[config.mk]
export PLATFORM = sky130hd
export DESIGN_NAME = seg7_scan_driver
export DESIGN_NICKNAME = d
export VERILOG_FILES = /design/src/rtl/seg7_pkg.sv /design/src/rtl/seg7_decode.sv /design/src/rtl/seg7_scan_driver.sv
export SDC_FILE = /design/constraint.sdc
export NUM_CORES = 1
export LEC_CHECK = 0
export CORE_ASPECT_RATIO = 1.4
export CORE_MARGIN = 3
export CORE_UTILIZATION = 31
export CTS_CLUSTER_DIAMETER = 80
export CTS_CLUSTER_SIZE = 24
export DETAILED_ROUTE_END_ITERATION = 12
export GPL_ROUTABILITY_DRIVEN = 1
export PLACE_DENSITY = 0.49
export RECOVER_POWER = 100
export SLEW_MARGIN = 20
export SYNTH_ARGS = -nofsm -noshare
export SYNTH_HDL_FRONTEND = slang
export SYNTH_SLANG_ARGS = --single-unit
[constraint.sdc]
create_clock -name clk -period 3 [get_ports clk]
set_clock_uncertainty 0.15 [all_clocks]
set_input_delay 0.6 -clock clk [delete_from_list [all_inputs] [get_ports clk]]
set_output_delay 0.6 -clock clk [all_outputs]
set_load 0.02 [all_outputs]
[src/rtl/seg7_pkg.sv]
// Shared constants for the seven-segment scan driver.
// Segment vectors use bit order {g,f,e,d,c,b,a} and are active-low.
package seg7_pkg;

    localparam logic [6:0] SEG_BLANK = 7'h7F;

    // Entry n holds the active-low pattern for decimal digit n.
    localparam logic [9:0][6:0] SEG_TABLE = {
        7'h10, 7'h00, 7'h78, 7'h02, 7'h12,
        7'h19, 7'h30, 7'h24, 7'h79, 7'h40
    };

endpackage

[src/rtl/seg7_decode.sv]
// Combinational BCD code to active-low segment decoder.
// Codes A-F have no glyph and produce a blank pattern.
`timescale 1ns/1ps
module seg7_decode
    import seg7_pkg::*;
(
    input  logic [3:0] i_code,
    output logic [6:0] o_seg_n
);

    always_comb begin
        o_seg_n = SEG_BLANK;
        if (i_code < 4'd10) begin
            o_seg_n = SEG_TABLE[i_code];
        end
    end

endmodule

[src/rtl/seg7_scan_driver.sv]
// Time-multiplexed common-anode seven-segment driver with dead-time blanking,
// leading-zero blanking and a one-entry pending buffer applied at frame boundaries.
`timescale 1ns/1ps
module seg7_scan_driver
    import seg7_pkg::*;
#(
    parameter int NUM_DIGITS = 4,
    parameter int SCAN_DIV   = 6000,
    parameter int BLANK_CYC  = 300
) (
    input  logic                      clk,
    input  logic                      rst_n,
    input  logic [4*NUM_DIGITS-1:0]   bcd_in,
    input  logic                      load_valid,
    output logic                      load_ready,
    input  logic                      lzb_en,
    output logic [6:0]                seg_n,
    output logic [NUM_DIGITS-1:0]     an_n,
    output logic                      frame_done
);

    localparam int CNT_W = $clog2(SCAN_DIV);
    localparam int IDX_W = (NUM_DIGITS > 1) ? $clog2(NUM_DIGITS) : 1;
    localparam int DW    = 4 * NUM_DIGITS;

    logic [CNT_W-1:0]      r_slot_cnt;
    logic [IDX_W-1:0]      r_idx;
    logic [DW-1:0]         r_disp;
    logic [DW-1:0]         r_pend;
    logic                  r_pend_full;
    logic [6:0]            r_seg_n;
    logic [NUM_DIGITS-1:0] r_an_n;
    logic                  r_frame_done;

    logic [3:0]            w_digit [NUM_DIGITS];
    logic [NUM_DIGITS-1:0] w_sup;
    logic [NUM_DIGITS-1:0] w_an_next;
    logic                  w_run;
    logic                  w_slot_end;
    logic                  w_frame_end;
    logic                  w_accept;
    logic                  w_blank;
    logic [3:0]            w_cur;
    logic [6:0]            w_dec;

    for (genvar gi = 0; gi < NUM_DIGITS; gi++) begin : g_digit
        assign w_digit[gi] = r_disp[4*gi +: 4];
    end

    // Suppression runs from the top digit down and stops at the first non-zero code.
    always_comb begin
        w_run = lzb_en;
        w_sup = '0;
        for (int i = NUM_DIGITS - 1; i >= 0; i--) begin
            w_run    = w_run && (w_digit[i] == 4'd0);
            w_sup[i] = w_run && (i != 0);
        end
    end

    assign w_slot_end  = (r_slot_cnt == CNT_W'(SCAN_DIV - 1));
    assign w_frame_end = w_slot_end && (r_idx == IDX_W'(NUM_DIGITS - 1));
    assign load_ready  = !r_pend_full;
    assign w_accept    = load_valid && !r_pend_full;
    assign w_cur       = w_digit[r_idx];
    assign w_blank     = (r_slot_cnt < CNT_W'(BLANK_CYC)) || w_sup[r_idx];

    seg7_decode u_decode (
        .i_code  (w_cur),
        .o_seg_n (w_dec)
    );

    always_comb begin
        for (int i = 0; i < NUM_DIGITS; i++) begin
            w_an_next[i] = !(!w_blank && (r_idx == IDX_W'(i)));
        end
    end

    always_ff @(posedge clk or negedge rst_n) begin
        if (!rst_n) begin
            r_slot_cnt   <= '0;
            r_idx        <= '0;
            r_disp       <= '0;
            r_pend       <= '0;
            r_pend_full  <= 1'b0;
            r_seg_n      <= SEG_BLANK;
            r_an_n       <= '1;
            r_frame_done <= 1'b0;
        end else begin
            if (w_slot_end) begin
                r_slot_cnt <= '0;
                r_idx      <= w_frame_end ? '0 : r_idx + 1'b1;
            end else begin
                r_slot_cnt <= r_slot_cnt + 1'b1;
            end

            // Accept and swap are exclusive: accept needs an empty buffer, swap a full one.
            if (w_frame_end && r_pend_full) begin
                r_disp      <= r_pend;
                r_pend_full <= 1'b0;
            end else if (w_accept) begin
                r_pend      <= bcd_in;
                r_pend_full <= 1'b1;
            end

            r_seg_n      <= w_blank ? SEG_BLANK : w_dec;
            r_an_n       <= w_an_next;
            r_frame_done <= w_frame_end;
        end
    end

    assign seg_n      = r_seg_n;
    assign an_n       = r_an_n;
    assign frame_done = r_frame_done;

endmodule

==> results of run 1 <==
layout make-up:
cell class	count	area, um2	area share, %
inverter	13	48.8	1.41
sequential	60	1520	43.8
clock buffer	12	267	7.70
tap	102	128	3.69
clock inverter	4	70.1	2.03
multi-input combinational	137	1100	31.7
timing repair buffer	36	334	9.66
where the power goes:
group,switching [mW],internal [mW],total [mW],leakage (nW)
Combinational,0.0235,0.0388,0.0623,0.544
Sequential,0.0127,0.837,0.849,0.755
Clock,0.343,0.791,1.13,0.169
metrics by stage:
step	std cells	total power, mW	instance area (um2)	utilization (%)
3_5_place_dp	348	0.932	3170	37.9
5_1_grt	364	2.13	3460	41.5
2_1_floorplan	218	0.879	2730	-
4_1_cts	364	2.08	3500	42.0
3_3_place_gp	348	0.929	3170	37.9
6_report	364	2.05	3460	41.5
cell usage in the layout, fill, tap and decap left out, drive strengths merged, types with 2 or more instances in the layout:
cell,count
nand3,5
bufinv,2
clkinv,2
a211oi,2
nand2,12
nor2b,2
ha,10
o21ai,11
clkdlybuf4s50,17
dlygate4sd3,14
inv,13
and2,2
xnor2,7
and3,2
dfrtp,49
mux4,4
nor3b,2
xor2,3
mux2,32
dfstp,11
nor4,6
clkbuf,16
nand4,2
a21oi,6
nor2,16
state kept, by name (all words and copies together), names as in the netlist:
register / cells
frame_done: 1
r_slot_cnt: 13
r_idx: 2
r_pend: 16
r_disp: 16
seg_n: 7
an_n: 4
r_pend_full: 1
metal layers:
metal	part of all wire, %	track usage (%)
met1	41	12.7
met2	52	19.8
met3	4.2	4.62
met4	2.5	6.65
met5	0	0
worst reg2reg max path: stages (launching register included):
cell,delay [ps]
dfrtp_1,430
or4b_2,680
nor4_1,340
and3_1,210
buf_4,230
mux2_2,360
logic make-up after synthesis:
group                    Yosys count  synth area share (%)
flip-flops                        60                  55.6
AND/OR/NAND/NOR                   54                  10.6
multiplexers                      37                  16.9
AO/OA/AOI/OAI                     26                  5.69
buffers and inverters             21                  3.44
XOR/XNOR                          10                  3.21
adder cells (fa/ha/maj)           10                  4.59
final timing paths:
check / start / to / slack (ps) / cells after the start
worst max-delay path: r_slot_cnt[7] / r_disp[15] / 490 / 5
worst min-delay path: r_pend[13] / r_disp[13] / 340 / 1
worst max register to register: r_slot_cnt[7] / r_disp[15] / 490 / 5
worst min register to register: r_pend[13] / r_disp[13] / 340 / 1
max in group asynchronous: rst_n / r_pend[6] / 730 / 2
min in group asynchronous: rst_n / r_pend[3] / 460 / 1
==> flow_metrics.py, run 1 <==
metrics = {
    "outcome": {
        "status": "completed",
    },
    "pwr": {
        "p_leak_nw": 1.47,
        "p_per_area_nw_per_um2": 591,
        "irDropWorstVdd_uv": 292,
    },
    "placement": {
        "gp_congestion": 0.794,
        "preCtsSetupSlack_ps": 690,
        "portBuffers": 32,
        "dp_hpwl_um": 3630,
    },
    "clock_network": {
        "postCtsSetupRepairBufs": 0,
        "cts_tree": "built",
        "clkTransAtPathRegs_ps": 50,
        "ctsHtreeMaxLevel": 3,
        "clock_tree.buffer_depth": 2,
        "clock_sinks": 60,
        "clk_latency_ps": 330,
        "cts.root.buffer_cell": "clkbuf_16",
        "numCtsBuffers": 9,
        "cts_hold_buf": 0,
        "cts-resized-gates": 0,
    },
    "synthesis": {
        "synth_area_per_cell_um2": 12.5,
        "synth_cell_types": 39,
        "async_flop_share_pct": 100,
        "syn_area_um2": 2730,
        "ys_ff_latch": 60,
        "yosysSeqAreaShare_pct": 55.6,
        "yosysWarnings": 0,
        "ys_top_cells_by_count": "dfrtp_1 (49), mux2_2 (23), nor2_1 (16)",
        "yosys.area.top_type_share_pct": 45.0,
        "yosysMostFrequentCell": "dfrtp_1",
        "syn-instance-count": 218,
        "synth_ff_type": "dfrtp_1",
        "synth_edf_count": 0,
        "yosysTopAreaCell": "dfrtp_1",
        "ys_top_cells_by_area": "dfrtp_1 (45%), dfstp_2 (11%), mux2_2 (9.5%)",
        "synth_nets": 248,
    },
    "setup_path": {
        "critPathCaptureType": "flip-flop",
        "slowest_delay_ps": 680,
        "critPathKind": "flip-flop to flip-flop",
        "crit_chain": "or4b_2, nor4_1, and3_1, buf_4, mux2_2",
        "crit_family": "simple AND/OR/NAND/NOR gates",
        "start_kind": "flip-flop",
        "crit_path_top_delay_cell": "or4b_2",
        "path_buf_inv": 1,
        "path_max_fanout": 17,
        "arrival_ps": 2570,
        "cp.required_ps": 3060,
    },
    "routing": {
        "via_per_inst": 4.78,
        "drt_iter0_drc": 100,
        "wl_per_cell_um": 13.8,
        "route.vias.total": 1740,
        "drt_wl_total_um": 5020,
        "drc": 0,
        "antenna_left": 0,
        "drtPass1Iterations": 4,
    },
    "timing": {
        "holdWs_ps": 335,
        "fin_crit_sh_pct": 83.8,
        "period_minus_slack_ps": 2510,
        "finalSetupViolCount": 0,
        "fin_ws_ps": 486,
        "drv_slew": 0,
        "slew_headroom_pct": 3.00,
        "hold_violations": 0,
        "tns_ps": 0,
        "fmax_mhz": 398,
        "worst_pin_slew_ps": 1450,
        "rsz0062_at_grt": "false",
    },
    "global_routing": {
        "antenna_found_initial": 0,
        "grt.total_usage_pct": 11.8,
        "grt_max_degree": 35,
        "overflow": 0,
        "grt_pass1_vias": 1782,
        "grt_pass1_wl_um": 8800,
    },
    "hold_path": {
        "hp-class": "flip-flop to flip-flop",
    },
    "floorplanning": {
        "fp.dieW_um": 85.2,
        "die_area_um2": 9970,
        "start_util_pct": 32.7,
        "fp.coreArea_um2": 8340,
        "io_pins": 33,
        "die_h_um": 117,
        "rows": 39,
    },
    "finish": {
        "diodes": 0,
        "layout-drive-gt1-share_pct": 21.8,
        "nets": 287,
        "final.fill_count": 783,
        "area_delta_synth_final_pct": 27.0,
    },
    "flow_run": {
        "max_cap_viol_count": 0,
    },
}
Note: power is estimated with default switching activity, not from simulation.
==> inputs of run 2 (changes only) <==
- clock period: 3 -> 2.6 ns (I/O delays scaled with it)
==> flow_metrics.py, run 2 (same netlist as run 1, synthesis figures left out) <==
metrics = {
    "finish": {
        "area_delta_synth_final_pct": 26.5,
        "final_cell_mix": "dfrtp_1 (49), mux2_2 (23), clkdlybuf4s50_1 (17)",
        "multi_input_area_um2": 1110,
        "reg_top3": "r_disp (16), r_pend (16), r_slot_cnt (13)",
        "diodes": 0,
        "final.fill_count": 816,
        "final_common_cell": "dfrtp_1",
        "final-seq-area_um2": 1520,
        "layout-drive-gt1-share_pct": 20.5,
        "nets": 289,
    },
    "floorplanning": {
        "fp.dieW_um": 85.2,
        "start_util_pct": 32.7,
        "io_pins": 33,
        "fp.coreArea_um2": 8340,
        "rows": 39,
        "die_h_um": 117,
        "die_area_um2": 9970,
    },
    "timing": {
        "drv_slew": 0,
        "hold_violations": 0,
        "slew_headroom_pct": 30.0,
        "period_minus_slack_ps": 2320,
        "fin_crit_sh_pct": 89.1,
        "rsz0062_at_grt": "false",
        "worst_pin_slew_ps": 1050,
        "finalSetupViolCount": 0,
        "tns_ps": 0,
        "holdWs_ps": 214,
        "fmax_mhz": 432,
    },
    "pwr": {
        "p_leak_nw": 1.47,
        "irDropWorstVdd_uv": 355,
        "p_per_area_nw_per_um2": 635,
    },
    "global_routing": {
        "grt_pass1_wl_um": 9130,
        "antenna_found_initial": 0,
        "grt.total_usage_pct": 12.0,
        "grt_pass1_vias": 1885,
        "grt_max_degree": 22,
        "overflow": 0,
    },
    "setup_path": {
        "slowest_delay_ps": 590,
        "crit_chain": "or4b_1, nor4_4, clkbuf_1, nand2b_1, mux2i_1",
        "cp.required_ps": 2650,
        "crit_family": "simple AND/OR/NAND/NOR gates",
        "path_buf_inv": 1,
        "critPathCaptureType": "flip-flop",
        "critPathKind": "flip-flop to flip-flop",
        "crit_path_top_delay_cell": "or4b_1",
        "path_max_fanout": 15,
        "start_kind": "flip-flop",
        "arrival_ps": 2370,
    },
    "clock_network": {
        "cts-resized-gates": 0,
        "postCtsSetupRepairBufs": 0,
        "cts_tree": "built",
        "clk_latency_ps": 320,
        "cts_hold_buf": 0,
        "numCtsBuffers": 9,
        "cts.root.buffer_cell": "clkbuf_16",
        "clock_sinks": 60,
        "clock_tree.buffer_depth": 2,
        "clkTransAtPathRegs_ps": 50,
        "ctsHtreeMaxLevel": 3,
    },
    "routing": {
        "wl_per_cell_um": 14.0,
        "route.vias.total": 1721,
        "drtPass1Iterations": 4,
        "drc": 0,
        "antenna_left": 0,
        "drt_wl_total_um": 5120,
        "drt_iter0_drc": 90,
        "via_per_inst": 4.70,
    },
    "flow_run": {
        "max_cap_viol_count": 0,
    },
    "outcome": {
        "status": "completed",
    },
    "hold_path": {
        "hp-class": "primary input to async pin",
    },
    "placement": {
        "portBuffers": 32,
        "dp_hpwl_um": 3790,
        "gp_congestion": 0.819,
    },
}
## run 2: final timing paths
| kind | startpoint | to | slack, ps | cells past startpoint |
|---|---|---|---|---|
| setup reg to reg | r_slot_cnt[7] | r_slot_cnt[9] | 280 | 5 |
| setup / recovery | r_slot_cnt[7] | r_slot_cnt[9] | 280 | 5 |
| max in group asynchronous | rst_n | r_disp[14] | 980 | 2 |
| hold reg to reg | r_slot_cnt[0] | r_slot_cnt[0] | 340 | 1 |
| hold / removal | rst_n | r_slot_cnt[5] | 210 | 1 |
| min in group clk | r_slot_cnt[0] | r_slot_cnt[0] | 340 | 1 |
## run 2: stage by stage
stage          instances  cell area (um2)  setup WS, ps  util [%]  power [mW]
6_report             366             3450           283      41.3        2.19
5_1_grt              366             3450           127      41.3        2.28
4_1_cts              366             3470           292      41.6        2.23
3_5_place_dp         350             3180           329      38.1        1.07
3_3_place_gp         350             3180           339      38.1        1.07
2_1_floorplan        218             2730           235         -        1.01
## run 2: final cells by class
type,count,area share (%)
clock buffers,14,7.37
inverters,13,1.42
well taps,102,3.70
clock inverters,2,1.02
multi-input cells,137,32.3
repair buffers,38,10.3
flip-flops and latches,60,43.9
## run 2: routing by layer
layer / share of wire (%) / vias to the layer above / GRT usage (%)
met3: 4.3 / 7 / 3.78
met5: 0 / - / 0
met1: 41 / 837 / 13.5
met4: 1.6 / 0 / 5.70
li1: - / 843 / -
met2: 53 / 34 / 20.6
## run 2: report_power, final
group / internal (mW) / switching [mW]
clock: 0.765 / 0.371
combinational: 0.0453 / 0.0271
sequential: 0.966 / 0.0151
total: 1.78 / 0.414
==> inputs of run 3 (changes only) <==
- CELL_PAD_IN_SITES_DETAIL_PLACEMENT: unset -> 0
- CELL_PAD_IN_SITES_GLOBAL_PLACEMENT: unset -> 1
- PLACE_DENSITY: 0.49 -> 0.58
- SKIP_LAST_GASP: unset -> 1
==> flow_metrics.py, run 3 (same netlist as run 1, synthesis figures left out) <==
metrics = {
    "setup_path": {
        "critPathKind": "flip-flop to flip-flop",
        "rrSetupSlack_ps": 310,
        "cp-startpoint": "r_slot_cnt[7]",
        "crit_path_top_delay_cell": "or4b_4",
        "critPathCaptureType": "flip-flop",
        "crit_chain": "or4b_4, nor4_4, clkbuf_1, nand2b_1, mux2i_1",
        "path_buf_inv": 1,
        "arrival_ps": 2350,
        "crit_family": "simple AND/OR/NAND/NOR gates",
        "crit_cells": 5,
        "cp.required_ps": 2660,
        "crit_end": "r_slot_cnt[9]",
        "r2r_cells": 5,
        "r2r_end": "r_slot_cnt[9]",
        "path_max_fanout": 15,
        "start_kind": "flip-flop",
        "slowest_delay_ps": 570,
        "rr_startpoint": "r_slot_cnt[7]",
    },
    "pwr": {
        "finalPower_mw": 2.12,
        "p_leak_nw": 1.46,
        "p_per_area_nw_per_um2": 618,
        "irDropWorstVdd_uv": 331,
    },
    "routing": {
        "drt_wl_total_um": 5210,
        "drtPass1Iterations": 6,
        "route.vias.total": 1752,
        "via_per_inst": 4.81,
        "antenna_left": 0,
        "top_layer_used": "met4",
        "wl_per_cell_um": 14.3,
        "wl_met3_um": 213,
        "drt_iter0_drc": 72,
        "met1_length_um": 2190,
        "met2_length_um": 2640,
        "drc": 0,
    },
    "clock_network": {
        "ctsHtreeMaxLevel": 3,
        "clock_tree.buffer_depth": 2,
        "postCtsSetupRepairBufs": 0,
        "cts_hold_buf": 0,
        "clkTransAtPathRegs_ps": 50,
        "cts-resized-gates": 0,
        "clock_sinks": 60,
        "numCtsBuffers": 9,
        "cts_tree": "built",
        "cts.root.buffer_cell": "clkbuf_16",
        "clk_latency_ps": 330,
    },
    "placement": {
        "dp.cells": 349,
        "dp_hpwl_um": 3690,
        "gp_congestion": 0.782,
        "portBuffers": 32,
        "preCtsSetupSlack_ps": 321,
    },
    "global_routing": {
        "grt_pass1_wl_um": 8960,
        "grt_max_degree": 61,
        "grt.total_usage_pct": 12.0,
        "overflow": 0,
        "grt_pass1_vias": 1842,
        "antenna_found_initial": 0,
    },
    "outcome": {
        "status": "completed",
    },
    "timing": {
        "fmax_mhz": 437,
        "period_minus_slack_ps": 2290,
        "finalSetupViolCount": 0,
        "fin_ws_ps": 309,
        "drv_slew": 0,
        "slew_headroom_pct": 3.23,
        "holdWs_ps": 340,
        "hold_violations": 0,
        "tns_ps": 0,
        "rsz0062_at_grt": "false",
        "fin_crit_sh_pct": 88.1,
        "worst_pin_slew_ps": 1450,
    },
    "finish": {
        "reg_top3": "r_disp (16), r_pend (16), r_slot_cnt (13)",
        "area_delta_synth_final_pct": 25.8,
        "nets": 288,
        "layout-drive-gt1-share_pct": 21.4,
        "diodes": 0,
        "fin_cells": 364,
        "final_common_cell": "dfrtp_1",
        "final_cell_mix": "dfrtp_1 (49), mux2_2 (23), clkdlybuf4s50_1 (17)",
    },
    "floorplanning": {
        "die_h_um": 117,
        "rows": 39,
        "fp.dieW_um": 85.2,
        "die_area_um2": 9970,
        "io_pins": 33,
        "fp.coreArea_um2": 8340,
        "start_util_pct": 32.7,
    },
    "hold_path": {
        "hp-class": "flip-flop to flip-flop",
    },
    "flow_run": {
        "max_cap_viol_count": 0,
    },
}
-- run 3: cell types whose count changed in the layout (fill, tap and decap cells not counted), sizes merged --
cell and delta:
clkbuf -3, clkinv +1, bufinv -1, buf +1
-- run 3: power breakdown --
group	switching [mW]	total, mW	internal (mW)
registers	0.0156	0.981	0.966
logic	0.0267	0.0717	0.0449
clock network	0.380	1.07	0.686
-- run 3: routing by layer --
layer  track usage (%)  up-vias
met4              7.92        0
met5                 0        -
li1                  -      844
met2              19.5       35
met3              3.01       11
met1              14.0      862
-- run 3: metrics by stage --
step                      util (%)  instance area, um2
final                         41.1                3430
after CTS                     41.4                3460
after global placement        38.2                3190
after global routing          41.1                3430
after detailed placement      38.2                3190
after floorplan                  -                2730
-- run 3: how the worst min path moves through the flow --
| stage | from | end | slack [ps] | cells past startpoint |
|---|---|---|---|---|
| after floorplan | rst_n | frame_done | 70 | 0 |
| after global placement | r_pend[13] | r_disp[13] | 330 | 1 |
| after detailed placement | r_pend[13] | r_disp[13] | 340 | 1 |
| after CTS | rst_n | r_slot_cnt[6] | 50 | 2 |
| after global routing | r_pend[8] | r_disp[8] | 360 | 1 |
| final | r_pend[9] | r_disp[9] | 340 | 1 |
-- run 3: cell type report --
cell class,instances,area (um2)
Multi-Input combinational cell,137,1120
Timing Repair Buffer,37,352
Sequential cell,60,1520
Inverter,13,48.8
Clock buffer,13,260
Fill cell,795,4910
Clock inverter,2,10.0
Tap cell,102,128
